==> src/rtl/multicycle_ctrl_if.sv <==
// Purpose : bundles the control/status signals between the multicycle CPU
//           control FSM (master) and its datapath (slave).
// Ports   : opcode/funct/zero/mem_ready flow datapath -> controller; every
//           enable, mux select, aluc, illegal_op and state flow controller -> datapath.
interface multicycle_ctrl_if;
  // datapath -> controller
  logic [5:0] opcode;
  logic [5:0] funct;
  logic       zero;
  logic       mem_ready;
  // controller -> datapath
  logic       pc_write;
  logic       pc_write_cond;
  logic       pc_en;
  logic       i_or_d;
  logic       mem_read;
  logic       mem_write;
  logic       ir_write;
  logic       mem_to_reg;
  logic       reg_dst;
  logic       reg_write;
  logic [1:0] alu_src_a;
  logic [1:0] alu_src_b;
  logic [2:0] aluc;
  logic [1:0] pc_source;
  logic       illegal_op;
  logic [3:0] state;

  modport master (
    input  opcode, funct, zero, mem_ready,
    output pc_write, pc_write_cond, pc_en, i_or_d, mem_read, mem_write,
           ir_write, mem_to_reg, reg_dst, reg_write, alu_src_a, alu_src_b,
           aluc, pc_source, illegal_op, state
  );

  modport slave (
    output opcode, funct, zero, mem_ready,
    input  pc_write, pc_write_cond, pc_en, i_or_d, mem_read, mem_write,
           ir_write, mem_to_reg, reg_dst, reg_write, alu_src_a, alu_src_b,
           aluc, pc_source, illegal_op, state
  );
endinterface

==> src/rtl/multicycle_ctrl.sv <==
// Purpose : control FSM of the multicycle CPU: FETCH/DECODE/EXECUTE/MEM/WB sequencing.
// Latency : 3-5 cycles per instruction (j/beq 3, R/addi/sw 4, lw 5) plus memory stalls.
// Backpr. : FETCH, MEM_RD and MEM_WR hold until mem_ready (unless USE_MEM_READY=0).
// Ports   : clk, rst_n (async active-low); bus = multicycle_ctrl_if.master carrying
//           opcode/funct/zero/mem_ready in and all datapath controls plus state out.
module multicycle_ctrl #(
  parameter bit USE_MEM_READY = 1'b1,
  parameter bit ILLEGAL_TRAP  = 1'b0
) (
  input  logic               clk,
  input  logic               rst_n,
  multicycle_ctrl_if.master  bus
);

  typedef enum logic [3:0] {
    S_INIT     = 4'd0,
    S_FETCH    = 4'd1,
    S_DECODE   = 4'd2,
    S_MEM_ADDR = 4'd3,
    S_MEM_RD   = 4'd4,
    S_WB_MEM   = 4'd5,
    S_MEM_WR   = 4'd6,
    S_EXEC_R   = 4'd7,
    S_WB_R     = 4'd8,
    S_BRANCH   = 4'd9,
    S_JUMP     = 4'd10,
    S_EXEC_I   = 4'd11,
    S_WB_I     = 4'd12,
    S_HALT     = 4'd13
  } state_t;

  typedef struct packed {
    logic       pc_write;
    logic       pc_write_cond;
    logic       i_or_d;
    logic       mem_read;
    logic       mem_write;
    logic       mem_to_reg;
    logic       reg_dst;
    logic       reg_write;
    logic [1:0] alu_src_a;
    logic [1:0] alu_src_b;
    logic [2:0] aluc;
    logic [1:0] pc_source;
  } ctrl_t;

  localparam logic [5:0] OP_RTYPE = 6'b000000;
  localparam logic [5:0] OP_LW    = 6'b100011;
  localparam logic [5:0] OP_SW    = 6'b101011;
  localparam logic [5:0] OP_BEQ   = 6'b000100;
  localparam logic [5:0] OP_J     = 6'b000010;
  localparam logic [5:0] OP_ADDI  = 6'b001000;

  localparam logic [5:0] FN_ADD = 6'b100000;
  localparam logic [5:0] FN_SUB = 6'b100010;
  localparam logic [5:0] FN_OR  = 6'b100101;
  localparam logic [5:0] FN_SLL = 6'b000000;

  state_t state;
  state_t state_nxt;
  ctrl_t  ctrl_q;
  logic   mem_rdy;
  logic   fetch_go;
  logic   pc_write_all;

  function automatic logic funct_ok(input logic [5:0] f);
    return (f == FN_ADD) || (f == FN_SUB) || (f == FN_OR) || (f == FN_SLL);
  endfunction

  function automatic logic insn_legal(input logic [5:0] op, input logic [5:0] f);
    case (op)
      OP_RTYPE:                            insn_legal = funct_ok(f);
      OP_LW, OP_SW, OP_BEQ, OP_J, OP_ADDI: insn_legal = 1'b1;
      default:                             insn_legal = 1'b0;
    endcase
  endfunction

  function automatic state_t next_state(input state_t s, input logic [5:0] op,
                                        input logic [5:0] f, input logic rdy);
    state_t bad_dest;
    bad_dest = ILLEGAL_TRAP ? S_HALT : S_FETCH;
    case (s)
      S_INIT:   next_state = S_FETCH;
      S_FETCH:  next_state = rdy ? S_DECODE : S_FETCH;
      S_DECODE: begin
        case (op)
          OP_RTYPE:     next_state = funct_ok(f) ? S_EXEC_R : bad_dest;
          OP_LW, OP_SW: next_state = S_MEM_ADDR;
          OP_BEQ:       next_state = S_BRANCH;
          OP_J:         next_state = S_JUMP;
          OP_ADDI:      next_state = S_EXEC_I;
          default:      next_state = bad_dest;
        endcase
      end
      // opcode is looked at again so lw/sw share one address state
      S_MEM_ADDR: next_state = (op == OP_LW) ? S_MEM_RD :
                               (op == OP_SW) ? S_MEM_WR : S_FETCH;
      S_MEM_RD:   next_state = rdy ? S_WB_MEM : S_MEM_RD;
      S_MEM_WR:   next_state = rdy ? S_FETCH  : S_MEM_WR;
      S_EXEC_R:   next_state = S_WB_R;
      S_EXEC_I:   next_state = S_WB_I;
      S_HALT:     next_state = S_HALT;
      default:    next_state = S_FETCH;   // WB_*, BRANCH, JUMP, unused codes
    endcase
  endfunction

  // Control word for the state being entered; registered so outputs are glitch-free.
  function automatic ctrl_t moore_outs(input state_t s, input logic [5:0] f);
    ctrl_t c;
    c = '0;
    case (s)
      S_FETCH: begin
        c.mem_read  = 1'b1;
        c.alu_src_b = 2'd1;
      end
      S_DECODE:   c.alu_src_b = 2'd3;     // precompute branch target into ALUOut
      S_MEM_ADDR: begin
        c.alu_src_a = 2'd1;
        c.alu_src_b = 2'd2;
      end
      S_MEM_RD: begin
        c.mem_read = 1'b1;
        c.i_or_d   = 1'b1;
      end
      S_WB_MEM: begin
        c.reg_write  = 1'b1;
        c.mem_to_reg = 1'b1;
      end
      S_MEM_WR: begin
        c.mem_write = 1'b1;
        c.i_or_d    = 1'b1;
      end
      S_EXEC_R: begin
        c.alu_src_a = 2'd1;
        case (f)
          FN_SUB:  c.aluc = 3'b001;
          FN_OR:   c.aluc = 3'b010;
          FN_SLL: begin
            c.aluc      = 3'b011;
            c.alu_src_a = 2'd2;            // shamt feeds the shift amount
          end
          default: c.aluc = 3'b000;
        endcase
      end
      S_WB_R: begin
        c.reg_write = 1'b1;
        c.reg_dst   = 1'b1;
      end
      S_BRANCH: begin
        c.alu_src_a     = 2'd1;
        c.aluc          = 3'b001;
        c.pc_write_cond = 1'b1;
        c.pc_source     = 2'd1;
      end
      S_JUMP: begin
        c.pc_write  = 1'b1;
        c.pc_source = 2'd2;
      end
      S_EXEC_I: begin
        c.alu_src_a = 2'd1;
        c.alu_src_b = 2'd2;
      end
      S_WB_I:  c.reg_write = 1'b1;
      default: c = '0;                    // INIT, HALT
    endcase
    return c;
  endfunction

  assign mem_rdy   = USE_MEM_READY ? bus.mem_ready : 1'b1;
  assign state_nxt = next_state(state, bus.opcode, bus.funct, mem_rdy);

  always_ff @(posedge clk or negedge rst_n) begin
    if (!rst_n) begin
      state  <= S_INIT;
      ctrl_q <= '0;
    end else begin
      state  <= state_nxt;
      ctrl_q <= moore_outs(state_nxt, bus.funct);
    end
  end

  // IR and PC+4 load complete in the same cycle the fetch read returns.
  assign fetch_go     = (state == S_FETCH) && mem_rdy;
  assign pc_write_all = ctrl_q.pc_write | fetch_go;

  assign bus.pc_write      = pc_write_all;
  assign bus.pc_write_cond = ctrl_q.pc_write_cond;
  assign bus.pc_en         = pc_write_all | (ctrl_q.pc_write_cond & bus.zero);
  assign bus.i_or_d        = ctrl_q.i_or_d;
  assign bus.mem_read      = ctrl_q.mem_read;
  assign bus.mem_write     = ctrl_q.mem_write;
  assign bus.ir_write      = fetch_go;
  assign bus.mem_to_reg    = ctrl_q.mem_to_reg;
  assign bus.reg_dst       = ctrl_q.reg_dst;
  assign bus.reg_write     = ctrl_q.reg_write;
  assign bus.alu_src_a     = ctrl_q.alu_src_a;
  assign bus.alu_src_b     = ctrl_q.alu_src_b;
  assign bus.aluc          = ctrl_q.aluc;
  assign bus.pc_source     = ctrl_q.pc_source;
  assign bus.illegal_op    = (state == S_DECODE) && !insn_legal(bus.opcode, bus.funct);
  assign bus.state         = state;

endmodule

==> src/flat_wrapper.sv <==
// flat-port wrapper written by rule: the top's interface ports become plain ports
module multicycle_ctrl_flat 
#(
  parameter bit USE_MEM_READY = 1'b1,
  parameter bit ILLEGAL_TRAP  = 1'b0
)
  (clk, rst_n, bus_opcode, bus_funct, bus_zero, bus_mem_ready, bus_pc_write, bus_pc_write_cond, bus_pc_en, bus_i_or_d, bus_mem_read, bus_mem_write, bus_ir_write, bus_mem_to_reg, bus_reg_dst, bus_reg_write, bus_alu_src_a, bus_alu_src_b, bus_aluc, bus_pc_source, bus_illegal_op, bus_state);
  multicycle_ctrl_if bus_i ();
  input  logic clk;
  input  logic rst_n;
  input wire logic [$bits(bus_i.opcode)-1:0] bus_opcode;
  input wire logic [$bits(bus_i.funct)-1:0] bus_funct;
  input wire logic [$bits(bus_i.zero)-1:0] bus_zero;
  input wire logic [$bits(bus_i.mem_ready)-1:0] bus_mem_ready;
  output wire logic [$bits(bus_i.pc_write)-1:0] bus_pc_write;
  output wire logic [$bits(bus_i.pc_write_cond)-1:0] bus_pc_write_cond;
  output wire logic [$bits(bus_i.pc_en)-1:0] bus_pc_en;
  output wire logic [$bits(bus_i.i_or_d)-1:0] bus_i_or_d;
  output wire logic [$bits(bus_i.mem_read)-1:0] bus_mem_read;
  output wire logic [$bits(bus_i.mem_write)-1:0] bus_mem_write;
  output wire logic [$bits(bus_i.ir_write)-1:0] bus_ir_write;
  output wire logic [$bits(bus_i.mem_to_reg)-1:0] bus_mem_to_reg;
  output wire logic [$bits(bus_i.reg_dst)-1:0] bus_reg_dst;
  output wire logic [$bits(bus_i.reg_write)-1:0] bus_reg_write;
  output wire logic [$bits(bus_i.alu_src_a)-1:0] bus_alu_src_a;
  output wire logic [$bits(bus_i.alu_src_b)-1:0] bus_alu_src_b;
  output wire logic [$bits(bus_i.aluc)-1:0] bus_aluc;
  output wire logic [$bits(bus_i.pc_source)-1:0] bus_pc_source;
  output wire logic [$bits(bus_i.illegal_op)-1:0] bus_illegal_op;
  output wire logic [$bits(bus_i.state)-1:0] bus_state;
  assign bus_i.opcode = bus_opcode;
  assign bus_i.funct = bus_funct;
  assign bus_i.zero = bus_zero;
  assign bus_i.mem_ready = bus_mem_ready;
  assign bus_pc_write = bus_i.pc_write;
  assign bus_pc_write_cond = bus_i.pc_write_cond;
  assign bus_pc_en = bus_i.pc_en;
  assign bus_i_or_d = bus_i.i_or_d;
  assign bus_mem_read = bus_i.mem_read;
  assign bus_mem_write = bus_i.mem_write;
  assign bus_ir_write = bus_i.ir_write;
  assign bus_mem_to_reg = bus_i.mem_to_reg;
  assign bus_reg_dst = bus_i.reg_dst;
  assign bus_reg_write = bus_i.reg_write;
  assign bus_alu_src_a = bus_i.alu_src_a;
  assign bus_alu_src_b = bus_i.alu_src_b;
  assign bus_aluc = bus_i.aluc;
  assign bus_pc_source = bus_i.pc_source;
  assign bus_illegal_op = bus_i.illegal_op;
  assign bus_state = bus_i.state;
  multicycle_ctrl #(.USE_MEM_READY(USE_MEM_READY), .ILLEGAL_TRAP(ILLEGAL_TRAP)) u_core (.clk(clk), .rst_n(rst_n), .bus(bus_i));
endmodule
==> config.mk <==
export PLATFORM = sky130hd
export DESIGN_NAME = multicycle_ctrl_flat
export DESIGN_NICKNAME = d
export VERILOG_FILES = /design/src/rtl/multicycle_ctrl_if.sv /design/src/rtl/multicycle_ctrl.sv /design/src/flat_wrapper.sv
export SDC_FILE = /design/constraint.sdc
export NUM_CORES = 1
export LEC_CHECK = 0
export BUFFER_PORTS_ARGS = -buffer_cell sky130_fd_sc_hd__buf_2
export CORE_ASPECT_RATIO = 1.75
export CORE_MARGIN = 10
export CORE_UTILIZATION = 30
export CTS_BUF_LIST = sky130_fd_sc_hd__clkbuf_4 sky130_fd_sc_hd__clkbuf_8 sky130_fd_sc_hd__clkbuf_16
export DETAILED_ROUTE_END_ITERATION = 6
export HOLD_SLACK_MARGIN = 0.12
export PLACE_DENSITY = 0.63
export SLEW_MARGIN = 20
export SYNTH_ARGS = -nofsm -noshare
export SYNTH_HDL_FRONTEND = slang
export SYNTH_SLANG_ARGS = --single-unit
==> constraint.sdc <==
create_clock -name clk -period 1.75 [get_ports clk]
set_input_delay 0.2625 -clock clk [delete_from_list [all_inputs] [get_ports clk]]
set_output_delay 0.2625 -clock clk [all_outputs]
set_load 0.005 [all_outputs]
==> metrics <==
die area=7110 um^2; metal2 WL=2110 um; Setup crit start=u_core.bus.state[3]; post-route minimum period=2020 ps; Post-Synthesis Cells=129; Max Slew Vio Count=0; IO Port Bufs=38; sequential area share after synthesis=0.390; failing checks=setup timing; FILL cells=roughly 380; uppermost routed layer=met4; Most used DFF post-synth=dfrtp_1; met3 routed WL=273 um; Yosys reg bits=19; Max IR drop VDD=0.657 mV; Yosys cell types=49; worst min-delay path category=in2reg; GR Util All Layers=0.103; Worst Path Max Fanout=4; core box area=around 4000 um^2; DR vias/cell=around 4.9; worst setup margin=-271 ps; routability-driven placement congestion ratio=about 0.85; Skew-Pair Late Insertion Delay=250 ps; gr ovfl total=0; switching portion of total power=0.353; most used cell, CP=a41o_1; WL per Instance=14.5 um; async set-or-reset flop fraction in the synthesized netlist=1.00; Chip Height=104 um; initial antenna violation count=0; Layout area overhead=54.8%; Max Freq=just under 0.5 GHz; Biggest register=u_core.bus.state; starting density of the core=0.312; IO Pins=40; RSZ-0062 raised after global routing=yes; DIE WIDTH=a little under 70 um; Largest register FFs=4; Yosys warning count=0; Power, Total=between 2000 and 2500 uW; Critical Path RT=between 1500 and 2000 ps; CTS sink cnt=19; Routed WL=3630 um; Cells after DPL=233; post-synthesis net count=145; vias in the first global route=1,311; post-synth top area share=0.390; Pint=between 1500 and 2000 uW; First-pass DRT Iterations=4; share of layout cells above drive strength 1=0.532; Routed Antenna Nets=0; LEAKAGE=0.00102 uW; synth top area cells=dfrtp_1 39%, buf_4 5.5%, nor2_1 3.1%, o21ai_0 2.5%, nand2_1 2.2%; cts bufs inserted=3; clock buffer depth=2; critical path's slowest cell=or4b_4; clock skew=5.51 ps; max incr delay on CP=560 ps; Pwr Density=1320 nW/um^2; Final Hold Fails=0; Post-synth EDFFs=0; final net count=220; CTS Root Cell=clkbuf_8; Clock Power Share=0.125; outcome=complete, but fails checks; H-Tree Depth=1; Reg2Reg Launch Point=u_core.bus.state[3]; via count=about 1,200; Post-Route M1 WL=1170 um; cell taking the most area after synthesis=dfrtp_1; Final Cycle Share=1.15; Switch Pwr=877 uW; crit path DAT=2210 ps; Detail Placement HPWL=2800 um; DR iter-0 viols=29; final setup fails=16; Syn Area/Cell=about 9.4 um^2; CP Launch Type=register; Worst Setup End Kind=register; max_cap viols=0; antenna fix cells=0; Logic pwr share=0.647; row cnt=30; first-pass GRT wire length=5930 um; Post-Syn Area=1220 um^2; Finished Layout Cells=251; post-place setup slack=-144 ps; pin count of the biggest net entering global routing=20; setup_tns=-2750 ps; Crit Path Class=reg2reg; CTS tree=done; CP cell instances=or4b_4 -> buf_6 -> a41o_1 -> and4_4 -> nand2_4 -> nor4b_4 -> a41o_1; register clock-pin slew on the reported worst setup and hold paths=70 ps; Residual DRC=0; sequential share of power=0.228; min-delay src=bus_funct[4]
-- Yosys cell counts (all sizes together), types with 3 or more instances --
| cell type | instances |
|---|---|
| dfrtp | 19 |
| buf | 14 |
| nor2 | 11 |
| nand2 | 8 |
| inv | 7 |
| o21ai | 6 |
| nand3 | 5 |
| nor3 | 4 |
| a21o | 3 |
| a31oi | 3 |
| nor4 | 3 |
| or3 | 3 |
| xor2 | 3 |
-- logic make-up after synthesis --
| kind of cell | after synthesis | share of synthesized area |
|---|---|---|
| adders and majority gates | 1 | 0.00821 |
| DFF | 19 | 0.390 |
| AOI/OAI and AO/OA | 28 | 0.180 |
| muxes | 1 | 0.00821 |
| other | 1 | 0.00308 |
| xor gates and xnor gates | 4 | 0.0288 |
| and+or+nand+nor | 54 | 0.279 |
| buffers and inverters | 21 | 0.103 |
-- through the flow --
stage                util  hold WS (ps)  cell area, um^2
floorplan               -         -33.1             1220
global placement    0.414           211             1620
detailed placement  0.414           218             1620
CTS                 0.471           343             1840
global route        0.483           355             1890
finish              0.483           343             1890
-- worst max-delay path, delay by kind of cell, from the launching register on --
kind / cells / cell delay, ps
simple gates: 4 / 1060
buf+inv: 1 / 140
compound gates: 2 / 360
flops: 1 / 380
-- metal layers --
metal  vias up  global-route usage
met3         5              0.0173
met1       585              0.0989
met4         0              0.0448
met5         -                   0
li1        607                   -
met2        34               0.197
-- path summary, 6_finish.rpt --
kind,end,slack [ps],depth (start not counted)
max in group asynchronous,u_core.bus.state[0],1000,2
min in group asynchronous,u_core.bus.pc_source[1],460,2
hold reg to reg,u_core.bus.mem_to_reg,660,2
setup / recovery,u_core.bus.aluc[0],-270,7
setup reg to reg,u_core.bus.aluc[0],-270,7
hold / removal,u_core.bus.aluc[1],340,3
-- what timing repair did --
item	in CTS	in global routing
cloned	1	0
endpoints found under the hold margin	19	0
gates resized for setup	18	6
pin swaps	3	0
endpoints found under the setup margin	12	18
hold buffers	1	0
buffers inserted	8	5
-- cell type report --
type | count | area, um^2 | area share
Clock buffer | 4 | 48.8 | 0.0259
Timing Repair Buffer | 84 | 589 | 0.312
Sequential cell | 19 | 475 | 0.252
Inverter | 7 | 26.3 | 0.0139
Multi-Input combinational cell | 89 | 687 | 0.364
Tap cell | 48 | 60.1 | 0.0318
-- power by group through the flow --
stage	clock network (uW)	registers [uW]	logic, uW
after floorplan	0	587	647
after global placement	0	572	1130
after detailed placement	0	573	1130
after CTS	315	568	1470
after global routing	332	578	1740
final	311	566	1610
-- cells in the final DEF, fill, tap and decap left out, types with 2 or more instances in the layout --
cell      count
o21ai_0       4
a21o_1        3
buf_6         5
buf_2        38
o21ai_1       2
o211ai_1      2
o31ai_1       2
nor3b_1       2
and3b_1       2
nand4_1       2
nand2_1       5
a31oi_1       3
nor2_4        2
nand3_1       3
nor4_1        3
nand3_2       2
dfrtp_1      19
nand2_2       2
or3_1         3
nor2_1        8
clkbuf_8      3
inv_1         6
buf_4        38
xor2_1        3
a41o_1        2
nor3_1        4
Note: power is estimated with default switching activity, not from simulation.
